<file path="src/rtl/bcd_disp_pkg.sv">
// Shared constants and types for the three-digit BCD display scanner.
package bcd_disp_pkg;

    localparam int DIG_W  = 2;   // digit index width
    localparam int CNT_W  = 20;  // prescale counter width
    localparam int DISP_W = 12;  // three packed BCD nibbles

    // Active-low segment patterns, dp (bit 7) always off.
    localparam logic [7:0] SEG_0     = 8'hC0;
    localparam logic [7:0] SEG_1     = 8'hF9;
    localparam logic [7:0] SEG_2     = 8'hA4;
    localparam logic [7:0] SEG_3     = 8'hB0;
    localparam logic [7:0] SEG_4     = 8'h99;
    localparam logic [7:0] SEG_5     = 8'h92;
    localparam logic [7:0] SEG_6     = 8'h82;
    localparam logic [7:0] SEG_7     = 8'hF8;
    localparam logic [7:0] SEG_8     = 8'h80;
    localparam logic [7:0] SEG_9     = 8'h90;
    localparam logic [7:0] SEG_BLANK = 8'hFF;
    localparam logic [7:0] SEG_DASH  = 8'hBF;

    localparam logic [2:0] AN_OFF    = 3'b111;

    // Which digit is currently being driven; the fourth code is never entered.
    typedef enum logic [DIG_W-1:0] {
        DIG_ONES  = DIG_W'(0),
        DIG_TENS  = DIG_W'(1),
        DIG_HUNDS = DIG_W'(2)
    } digit_e;

endpackage

</file>
<file path="src/rtl/bcd_to_sseg.sv">
// Combinational nibble-to-seven-segment decoder; non-BCD nibbles show a dash.
module bcd_to_sseg
    import bcd_disp_pkg::*;
(
    input  logic [3:0] i_nibble,
    output logic [7:0] o_sseg
);

    // Map one nibble onto its active-low segment pattern.
    always_comb begin
        o_sseg = SEG_DASH;
        case (i_nibble)
            4'd0:    o_sseg = SEG_0;
            4'd1:    o_sseg = SEG_1;
            4'd2:    o_sseg = SEG_2;
            4'd3:    o_sseg = SEG_3;
            4'd4:    o_sseg = SEG_4;
            4'd5:    o_sseg = SEG_5;
            4'd6:    o_sseg = SEG_6;
            4'd7:    o_sseg = SEG_7;
            4'd8:    o_sseg = SEG_8;
            4'd9:    o_sseg = SEG_9;
            default: o_sseg = SEG_DASH;
        endcase
    end

endmodule

</file>
<file path="src/rtl/bcd_disp_mux.sv">
// Three-digit multiplexed seven-segment driver with leading-zero blanking.
//
// state     | meaning
// ----------+--------------------------------------------
// DIG_ONES  | ones digit lit (an[0] low), entered on reset
// DIG_TENS  | tens digit lit (an[1] low)
// DIG_HUNDS | hundreds digit lit (an[2] low)
module bcd_disp_mux
    import bcd_disp_pkg::*;
#(
    parameter int PRESCALE = 50000
) (
    input  logic              clk,
    input  logic              reset_n,
    input  logic [DISP_W-1:0] bcd_in,
    input  logic              load,
    input  logic              lz_blank,
    output logic [2:0]        an,
    output logic [7:0]        sseg
);

    localparam logic [CNT_W-1:0] CNT_LAST = CNT_W'(PRESCALE - 1);

    logic [DISP_W-1:0] r_disp;
    logic [CNT_W-1:0]  r_cnt;
    digit_e            r_dig;

    digit_e            w_dig_nxt;
    logic              w_slot_end;
    logic [3:0]        w_hunds;
    logic [3:0]        w_tens;
    logic [3:0]        w_nibble;
    logic [7:0]        w_dec;
    logic              w_blank;
    logic [2:0]        w_an_nxt;
    logic [7:0]        w_sseg_nxt;

    assign w_hunds    = r_disp[11:8];
    assign w_tens     = r_disp[7:4];
    assign w_slot_end = (r_cnt == CNT_LAST);

    bcd_to_sseg u_dec (
        .i_nibble (w_nibble),
        .o_sseg   (w_dec)
    );

    // Digit sequencing and the output values for the digit currently selected.
    always_comb begin
        w_dig_nxt = r_dig;
        w_nibble  = r_disp[3:0];
        w_an_nxt  = 3'b110;
        w_blank   = 1'b0;
        case (r_dig)
            DIG_TENS: begin
                if (w_slot_end) w_dig_nxt = DIG_HUNDS;
                w_nibble = w_tens;
                w_an_nxt = 3'b101;
                // Invalid nibbles are non-zero, so they keep lower digits visible.
                w_blank  = lz_blank && (w_hunds == 4'd0) && (w_tens == 4'd0);
            end
            DIG_HUNDS: begin
                if (w_slot_end) w_dig_nxt = DIG_ONES;
                w_nibble = w_hunds;
                w_an_nxt = 3'b011;
                w_blank  = lz_blank && (w_hunds == 4'd0);
            end
            default: begin
                if (w_slot_end) w_dig_nxt = DIG_TENS;
            end
        endcase
        w_sseg_nxt = w_blank ? SEG_BLANK : w_dec;
    end

    // State, display register, prescaler and registered outputs.
    always_ff @(posedge clk) begin
        if (!reset_n) begin
            r_disp <= '0;
            r_cnt  <= '0;
            r_dig  <= DIG_ONES;
            an     <= AN_OFF;
            sseg   <= SEG_BLANK;
        end else begin
            if (load) r_disp <= bcd_in;
            r_cnt <= w_slot_end ? '0 : r_cnt + CNT_W'(1);
            r_dig <= w_dig_nxt;
            an    <= w_an_nxt;
            sseg  <= w_sseg_nxt;
        end
    end

endmodule
</file>
<file path="config.mk">
export PLATFORM = sky130hd
export DESIGN_NAME = bcd_disp_mux
export DESIGN_NICKNAME = d
export VERILOG_FILES = /design/src/rtl/bcd_disp_pkg.sv /design/src/rtl/bcd_to_sseg.sv /design/src/rtl/bcd_disp_mux.sv
export SDC_FILE = /design/constraint.sdc
export NUM_CORES = 1
export LEC_CHECK = 0
export CORE_ASPECT_RATIO = 0.9
export CORE_MARGIN = 2
export CORE_UTILIZATION = 54
export DETAILED_ROUTE_END_ITERATION = 6
export PLACE_DENSITY = 0.78
export SETUP_SLACK_MARGIN = 0.3
export SYNTH_ARGS = -nofsm -noshare
export SYNTH_HDL_FRONTEND = slang
export SYNTH_HIERARCHICAL = 1
export SYNTH_SLANG_ARGS = --single-unit
</file>
<file path="constraint.sdc">
create_clock -name clk -period 2.7 [get_ports clk]
set_input_delay 0.54 -clock clk [delete_from_list [all_inputs] [get_ports clk]]
set_output_delay 0.54 -clock clk [all_outputs]
set_load 0.05 [all_outputs]
</file>
* Word-level counts from Yosys, hierarchy flattened *
Memories as Yosys holds them, arrays and structs flattened. A register that Yosys moved wholly into a read port is not among the register bits.
Cells that the tools add are included.

word-level totals
  register bits after elaboration = 45
  bits in read-only memories = 112
  bits of input ports = 16
  output and inout bits = 11
  word-level logic and storage cells = 24
  memories = 1

memory list
  name              depth  width  read ports  clocked after memory_dff  wr ports  RTL line           RTL
  (name not given)  16     7      1           1                         0         bcd_to_sseg.sv:12  case (i_nibble)

cells by class
  add/sub/neg operators = 1
  eq/ne operators = 3
  muxes and demuxes = 7
  bitwise logic cells = 1
  reductions and logical operators = 6

operators with widths
  cell                                              number
  adder 20 x 1 -> 20 bit (second input constant)    1
  == test 20 x 16 -> 1 bit (second input constant)  1
  logical NOT 4 bit                                 2
  case mux 4 bit (2 select lines)                   1
  two-way mux 2 bit                                 3
  case mux 3 bit (2 select lines)                   1
  case mux 2 bit (2 select lines)                   1
  OR reduction 2 bit                                2
  == test 2 x 1 -> 1 bit (second input constant)    1
  == test 2 bit (second input constant)             1
  logical AND 1 bit                                 2
  case mux 1 bit (2 select lines)                   1
  inverter 1 bit                                    1

* Logic depth before layout (Yosys ltp) *
Gate-level depths: netlist (run 1).

  depth in word-level cells = 5
  mapped depth = 11
  gate-level depth less buffers = 10

* Modules after synthesis *
The synthesis (run 1) kept the hierarchy.

by module, submodules not included
  module        instances  cells each  area an instance (µm²)  seq. area each (µm²)
  bcd_disp_mux  1          195         1,913.1                 900.9
  bcd_to_sseg   1          35          216.5                   0.0

* Least setup slack after synthesis (run 1) *
No wires, ideal clock.

  path type = register -> register
  start point = reg r_dig[0]
  end point = reg sseg[3]
  setup time = 0.123 ns
  arrival time = 2.185 ns
  data required time = 2.577 ns
  setup slack = 0.392 ns
  cell stages (with the launch flop) = 11
  clock period less this slack = 2.308 ns
  cell sequence = dfxtp_1 inv_1 ha_1 clkbuf_1 o21ai_0 inv_1 ha_1 or2_4 a21oi_2 nor2_1 or2_2

on the way
  elaborated cells between the ends (all ways) = 5
  those cells by class = 2 x eq/ne; 2 x mux; 1 x reduce/logical

RTL lines
  item                                                     RTL line            RTL
  from (decl)                                              bcd_disp_mux.sv:26  digit_e r_dig;
  from (signal assigned)                                   bcd_disp_mux.sv:85  r_dig <= w_dig_nxt;
  == test 2 bit or == test 2 x 1 -> 1 bit (tied branches)  bcd_disp_mux.sv:53  case (r_dig)
  case mux 4 bit (2 select lines) (*)                      bcd_disp_mux.sv:53
  net w_nibble[1]                                          bcd_disp_mux.sv:32  logic [3:0] w_nibble;
  to (decl)                                                bcd_disp_mux.sv:19  output logic [7:0] sseg

Mark *: on every way through the listed nets, which the timed path passes. The rest lies on a longest branch.
A chain may end at the register's enable or synchronous reset.

* Worst setup path in the final report (run 1) *
  start point = reg r_dig[0]
  end point = reg sseg[0]

Same word-level chain as after synthesis.

==> results.json, run 1 <==
{
  "synth_nets": 255,
  "final_cells": 303,
  "vias": 1604,
  "syn_area_um2": 2130,
  "startpoint_type": "flop",
  "tritoncts": "built",
  "port_buffers": 26,
  "coreArea_um2": 3757,
  "setup_tns_ns": 0,
  "synthAdderAreaFrac_pct": 5.288,
  "diodes": 0,
  "ant_nets": 0,
  "slew_headroom_pct": 50.61,
  "cts_buffer_depth": 2,
  "run_status": "finished, final reports clean",
  "grt_antenna_before_repair": 0,
  "start_util_pct": 56.68,
  "period_share_pct": 83.04,
  "setup_viol": 0,
  "avgSynthCellArea_um2": 9.259,
  "skew_ns": 0.004110,
  "overflow": 0,
  "num-fill-cells": 333,
  "clock.fmax_mhz": 446.0,
  "gp_congestion": 0.8325,
  "worstMarginPinSlew_ns": 0.7331,
  "final-seq-area_um2": 900.9,
  "final_cell_mix": "dfxtp_1, nor2_1, clkdlybuf4s50_1",
  "hold_viol": 0,
  "critPathKind": "flop to flop",
  "fin_area_um2": 2522,
  "synth_top_family_by_area": "simple AND/OR/NAND/NOR gates",
  "num_io_pins": 27,
  "crit_required_ns": 2.90,
  "synth-seq-cells": 45,
  "synth_edf_count": 0,
  "placed_area_um2": 2410,
  "synth_compound_area_share_pct": 6.757,
  "drtIter0Drc": 69,
  "peakVddDrop_v": 0.0003362,
  "grt_setup_unrepaired": "yes",
  "whs_ns": 0.4954,
  "synth_mux_area_share_pct": 7.051,
  "avgRoutedWirePerCell_um": 12.80,
  "synthFlopType": "dfxtp_1",
  "htreeDepth": 2,
  "drt_wl_total_mm": 3.879,
  "synthCells": 230,
  "p_per_area_nw_per_um2": 527.9,
  "busiest_layer": "met2",
  "num-nets-final": 281,
  "cts_num_sinks": 45,
  "cts.clk_slew.worst_paths_ns": 0.08,
  "fp.dieH_um": 63.58,
  "synthSimpleGateAreaFrac_pct": 28.97,
  "final.min_clock_period_ns": 2.242,
  "synth.distinct_cells": 41,
  "timing.final.max_slew_violations": 0,
  "dp_cells": 295,
  "grt_pass1_vias": 1444,
  "grtUsageMet1_pct": 25.65,
  "grt_usage_pct": 19.31,
  "die_w_um": 70.20,
  "row_count": 21,
  "grt_max_degree": 25,
  "cts_buffers": 5,
  "clk_latency_ns": 0.31,
  "cts-root-buf": "clkbuf_8",
  "firstDrtPassIters": 4,
  "dieArea_um2": 4463,
  "synth-xor-area-share_pct": 5.758,
  "arrival_ns": 2.44,
  "post-route-util_pct": 67.13,
  "power_mw": 1.332,
  "place_ws_ns": 0.2156,
  "drv_cap": 0,
  "worst_slack_ns": 0.4578,
  "timing.hold.worst.class": "flop to flop",
  "post_drt_via_cell_ratio": 5.294,
  "hpwlAfterDp_mm": 2.812,
  "yosys_warnings": 6,
  "grt.met2_usage_pct": 29.29,
  "final_common_cell": "dfxtp_1",
  "p_leak_nw": 0.9608,
  "endpoint_kind": "flop",
  "path_max_fanout": 10,
  "area_delta_synth_final_pct": 18.45,
  "multiInputGateArea_um2": 1161,
  "grt_pass1_wl_mm": 6.610,
  "async_flop_share_pct": 0,
  "drive_gt1_share_pct": 12.06,
  "grt_use_met3_pct": 4.320,
  "cts_setup_buffers": 0,
  "ys_seq_area_share_pct": 42.30,
  "post-route-drc-count": 0
}
-- logic make-up after synthesis --
logic type,after synthesis
and+or+nand+nor,106
DFF,45
AOI/OAI and AO/OA,23
buffers and inverters,17
muxes,15
xor gates and xnor gates,14
adders and majority gates,9
other,1
-- what timing repair did --
action | CTS | global route
gates resized for setup | 3 | 4
endpoints found under the setup margin | 4 | 6
hold buffers | 0 | 0
-- cell usage after synthesis, types with 2 or more instances --
library cell   n  area [µm²]
buf_2          3       15.01
nor4_1         7       43.79
and2_1         2       12.51
nand2_1       19       71.32
mux2i_1       15       150.1
ha_1           9       112.6
a22oi_1        4       30.03
o21ai_0        9       45.04
nor2_1        27       101.4
nand4_1        4       25.02
clkbuf_1       3       11.26
xor2_1         3       26.28
nand3_1        5       25.02
or2_2          8       50.05
inv_1          9       33.78
nand2b_1       3       18.77
nor3_1         6       30.03
nor2b_1       12       75.07
dfxtp_1       45       900.9
xnor2_1       11       96.34
a21oi_1        5       25.02
nand3_4        2       35.03
-- routing by layer --
metal / up-vias / share of wire [%]
met5: - / 0
met1: 750 / 50
met3: 7 / 3.0
met2: 22 / 45
li1: 825 / -
met4: 0 / 2.0
-- state kept, by name (all words and copies together) (netlist names) --
signal and flops:
r_disp 12, r_cnt 20, an 3, r_dig 2
sseg 8
-- power by group --
group          total, mW  switching, mW  internal (mW)  leakage, nW
clock network      0.455          0.223          0.231       0.0542
registers          0.705         0.0156          0.689        0.369
logic              0.172         0.0943         0.0780        0.538
-- worst paths after layout --
check                           slack [ns]  cells after the start                  end                  start
worst max register to register        0.46                     10   sseg[0]$_SDFF_PP1_  r_dig[0]$_SDFFE_PN0N_
worst min register to register        0.50                      1  r_cnt[0]$_SDFF_PP0_    r_cnt[0]$_SDFF_PP0_
worst min-delay path                  0.50                      1  r_cnt[0]$_SDFF_PP0_    r_cnt[0]$_SDFF_PP0_
worst max-delay path                  0.46                     10   sseg[0]$_SDFF_PP1_  r_dig[0]$_SDFFE_PN0N_
-- cell type report --
type                       count  area share [%]
tap                           46           2.282
clock inverter                 1          0.1984
timing repair buffer          27           10.62
inverter                       9           1.339
clock buffer                   7           3.819
multi-input combinational    168           46.03
sequential                    45           35.71
-- worst max-delay path, cell delays in order (launching register included) --
cell	delay [ns]
dfxtp_1	0.38
inv_1	0.06
ha_1	0.48
nand2_1	0.11
o21ai_2	0.11
inv_1	0.11
ha_1	0.19
or2_4	0.23
a21oi_1	0.12
nor2_1	0.05
or2_2	0.28
No activity file was read; power rests on OpenSTA's default activity.
==> run 2, diff against run 1 <==
==> constraint.sdc (replaced) <==
create_clock -name clk -period 2.1 [get_ports clk]
set_input_delay 0.42 -clock clk [delete_from_list [all_inputs] [get_ports clk]]
set_output_delay 0.42 -clock clk [all_outputs]
set_load 0.05 [all_outputs]
==> run 2 against run 1 <==
Fmax is 18% higher. Largest power group unchanged. Via count up 5.4%. Critical path depth is 1 lower. Setup slack worse by 0.26 ns. First-iteration DRC count is 26% higher. Sequential power rose by 29%. Clock-buffer cell count is the same.
==> results.json, run 2 (synthesized netlist as in run 1, its figures left out) <==
{
  "routed.top_layer": "met4",
  "cpMaxStageDelayCell": "dfxtp_2",
  "critPathKind": "flop to flop",
  "cpLargestDelayFamily": "adder cells",
  "grt_max_degree": 24,
  "wl_met3_um": 151,
  "largest_reg_flops": 20,
  "post-route-drc-count": 0,
  "drtIter0Drc": 87,
  "cp_num_cells": 9,
  "setup_viol": 0,
  "tritoncts": "built",
  "diodes": 0,
  "coreArea_um2": 3757,
  "clk_latency_ns": 0.30,
  "startpoint_type": "flop",
  "r2r_cells": 9,
  "crit_required_ns": 2.29,
  "timing.hold.worst.class": "flop to flop",
  "crit_chain": "inv_2, ha_4, buf_6, o21ai_4, inv_2, ha_1, nand2_2, nand2_1, or2_2",
  "avgRoutedWirePerCell_um": 13.53,
  "fp.dieH_um": 63.58,
  "vias": 1691,
  "p_leak_nw": 1.048,
  "largest-register": "r_cnt",
  "start_util_pct": 56.68,
  "r2r_setup_slack_ns": 0.20,
  "area_delta_synth_final_pct": 28.67,
  "dieArea_um2": 4463,
  "grt_pass1_wl_mm": 7.334,
  "htreeDepth": 2,
  "port_buffers": 26,
  "hold_end": "r_cnt[0]$_SDFF_PP0_",
  "endpoint_kind": "flop",
  "wl_met1_mm": 1.952,
  "cp_common_cell": "inv_2",
  "wl_met2_mm": 2.101,
  "timing.final.max_slew_violations": 0,
  "cts.clk_slew.worst_paths_ns": 0.08,
  "post_drt_via_cell_ratio": 5.351,
  "crit_buf_inv": 3,
  "ant_nets": 0,
  "drv_cap": 0,
  "cts_num_sinks": 45,
  "p_per_area_nw_per_um2": 633.2,
  "grt_usage_pct": 20.97,
  "reg2reg_from": "r_dig[0]$_SDFFE_PN0N_",
  "worst_slack_ns": 0.1951,
  "hpwlAfterDp_mm": 2.855,
  "min-delay-start": "r_cnt[0]$_SDFF_PP0_",
  "reg_top3": "r_cnt x20, r_disp x12, sseg x8",
  "place_ws_ns": -0.02259,
  "r2r_end": "sseg[1]$_SDFF_PP1_",
  "gp_congestion": 0.7925,
  "arrival_ns": 2.09,
  "overflow": 0,
  "period_share_pct": 90.71,
  "run_status": "finished, final reports clean",
  "row_count": 21,
  "drive_gt1_share_pct": 24.44,
  "path_max_fanout": 4,
  "hold_buffers": 0,
  "num_io_pins": 27,
  "firstDrtPassIters": 4,
  "peakVddDrop_v": 0.0004933,
  "cts_buffer_depth": 2,
  "drt_wl_total_mm": 4.276,
  "clock.fmax_mhz": 524.9,
  "skew_ns": 0.01022,
  "cts-root-buf": "clkbuf_8",
  "die_w_um": 70.20,
  "cts_buffers": 5,
  "hold_viol": 0,
  "final_common_cell": "dfxtp_1",
  "final.min_clock_period_ns": 1.905,
  "grt_pass1_vias": 1598,
  "grt_antenna_before_repair": 0,
  "whs_path_depth": 1,
  "final_cell_mix": "dfxtp_1, nor2_1, nand2_1, mux2i_1, clkdlybuf4s50_1",
  "post-route-util_pct": 72.93,
  "slowest_delay_ns": 0.35,
  "num-nets-final": 294,
  "grt_setup_unrepaired": "yes"
}
-- run 2: cell types whose count changed in the layout (fill, tap and decap cells not counted), moves of 4 or more --
cell / before / now
inv_1: 9 / 5
ha_1: 9 / 3
nand2_1: 19 / 15
buf_4: 1 / 13
clkdlybuf4s50_1: 26 / 15
o21ai_4: 0 / 4
dlygate4sd2_1: 0 / 11
inv_2: 0 / 4
nand2_2: 0 / 4
-- run 2: layout make-up --
| cell class | instances | area [µm²] |
|---|---|---|
| Clock buffer | 7 | 96.34 |
| Clock inverter | 1 | 5.005 |
| Fill cell | 280 | 1017 |
| Inverter | 9 | 33.78 |
| Multi-Input combinational cell | 168 | 1286 |
| Sequential cell | 45 | 905.9 |
| Tap cell | 46 | 57.56 |
| Timing Repair Buffer | 40 | 355.3 |
-- run 2: worst max path at each step --
stage                                from                  to
floorplan           r_dig[0]$_SDFFE_PN0N_  sseg[0]$_SDFF_PP1_
global placement    r_dig[0]$_SDFFE_PN0N_  sseg[0]$_SDFF_PP1_
detailed placement  r_dig[0]$_SDFFE_PN0N_  sseg[0]$_SDFF_PP1_
CTS                 r_dig[0]$_SDFFE_PN0N_  sseg[3]$_SDFF_PP1_
global route        r_dig[0]$_SDFFE_PN0N_  sseg[5]$_SDFF_PP1_
finish              r_dig[0]$_SDFFE_PN0N_  sseg[1]$_SDFF_PP1_
-- run 2: per-stage QoR --
| stage | hold slack, ns | total power, mW | TNS, ns | cell area [µm²] | std cells |
|---|---|---|---|---|---|
| after detailed placement | 0.4644 | 1.166 | -0.02323 | 2517 | 301 |
| final | 0.4846 | 1.735 | 0 | 2740 | 316 |
| after CTS | 0.4843 | 1.738 | 0 | 2690 | 316 |
| after floorplan | 0.4398 | 1.082 | 0 | 2202 | 230 |
| after global routing | 0.5201 | 1.808 | 0 | 2740 | 316 |
| after global placement | 0.4519 | 1.160 | 0 | 2517 | 301 |
-- run 2: routing by layer --
layer | vias up | track usage, %
met2 | 33 | 35.48
met5 | - | 0
met3 | 6 | 4.320
met1 | 794 | 26.10
li1 | 858 | -
met4 | 0 | 8.413
-- run 2: repair_timing --
action | 4_1_cts | 5_1_grt
resized for setup | 21 | 13
buffers inserted | 7 | 0
pin swaps | 8 | 5
endpoints found under the hold margin | 0 | 0
endpoints found under the setup margin | 18 | 18
-- run 2: report_power, final --
group,total (mW),internal [mW],switching [mW]
combinational,0.236,0.105,0.130
sequential,0.906,0.885,0.0215
clock,0.593,0.298,0.295
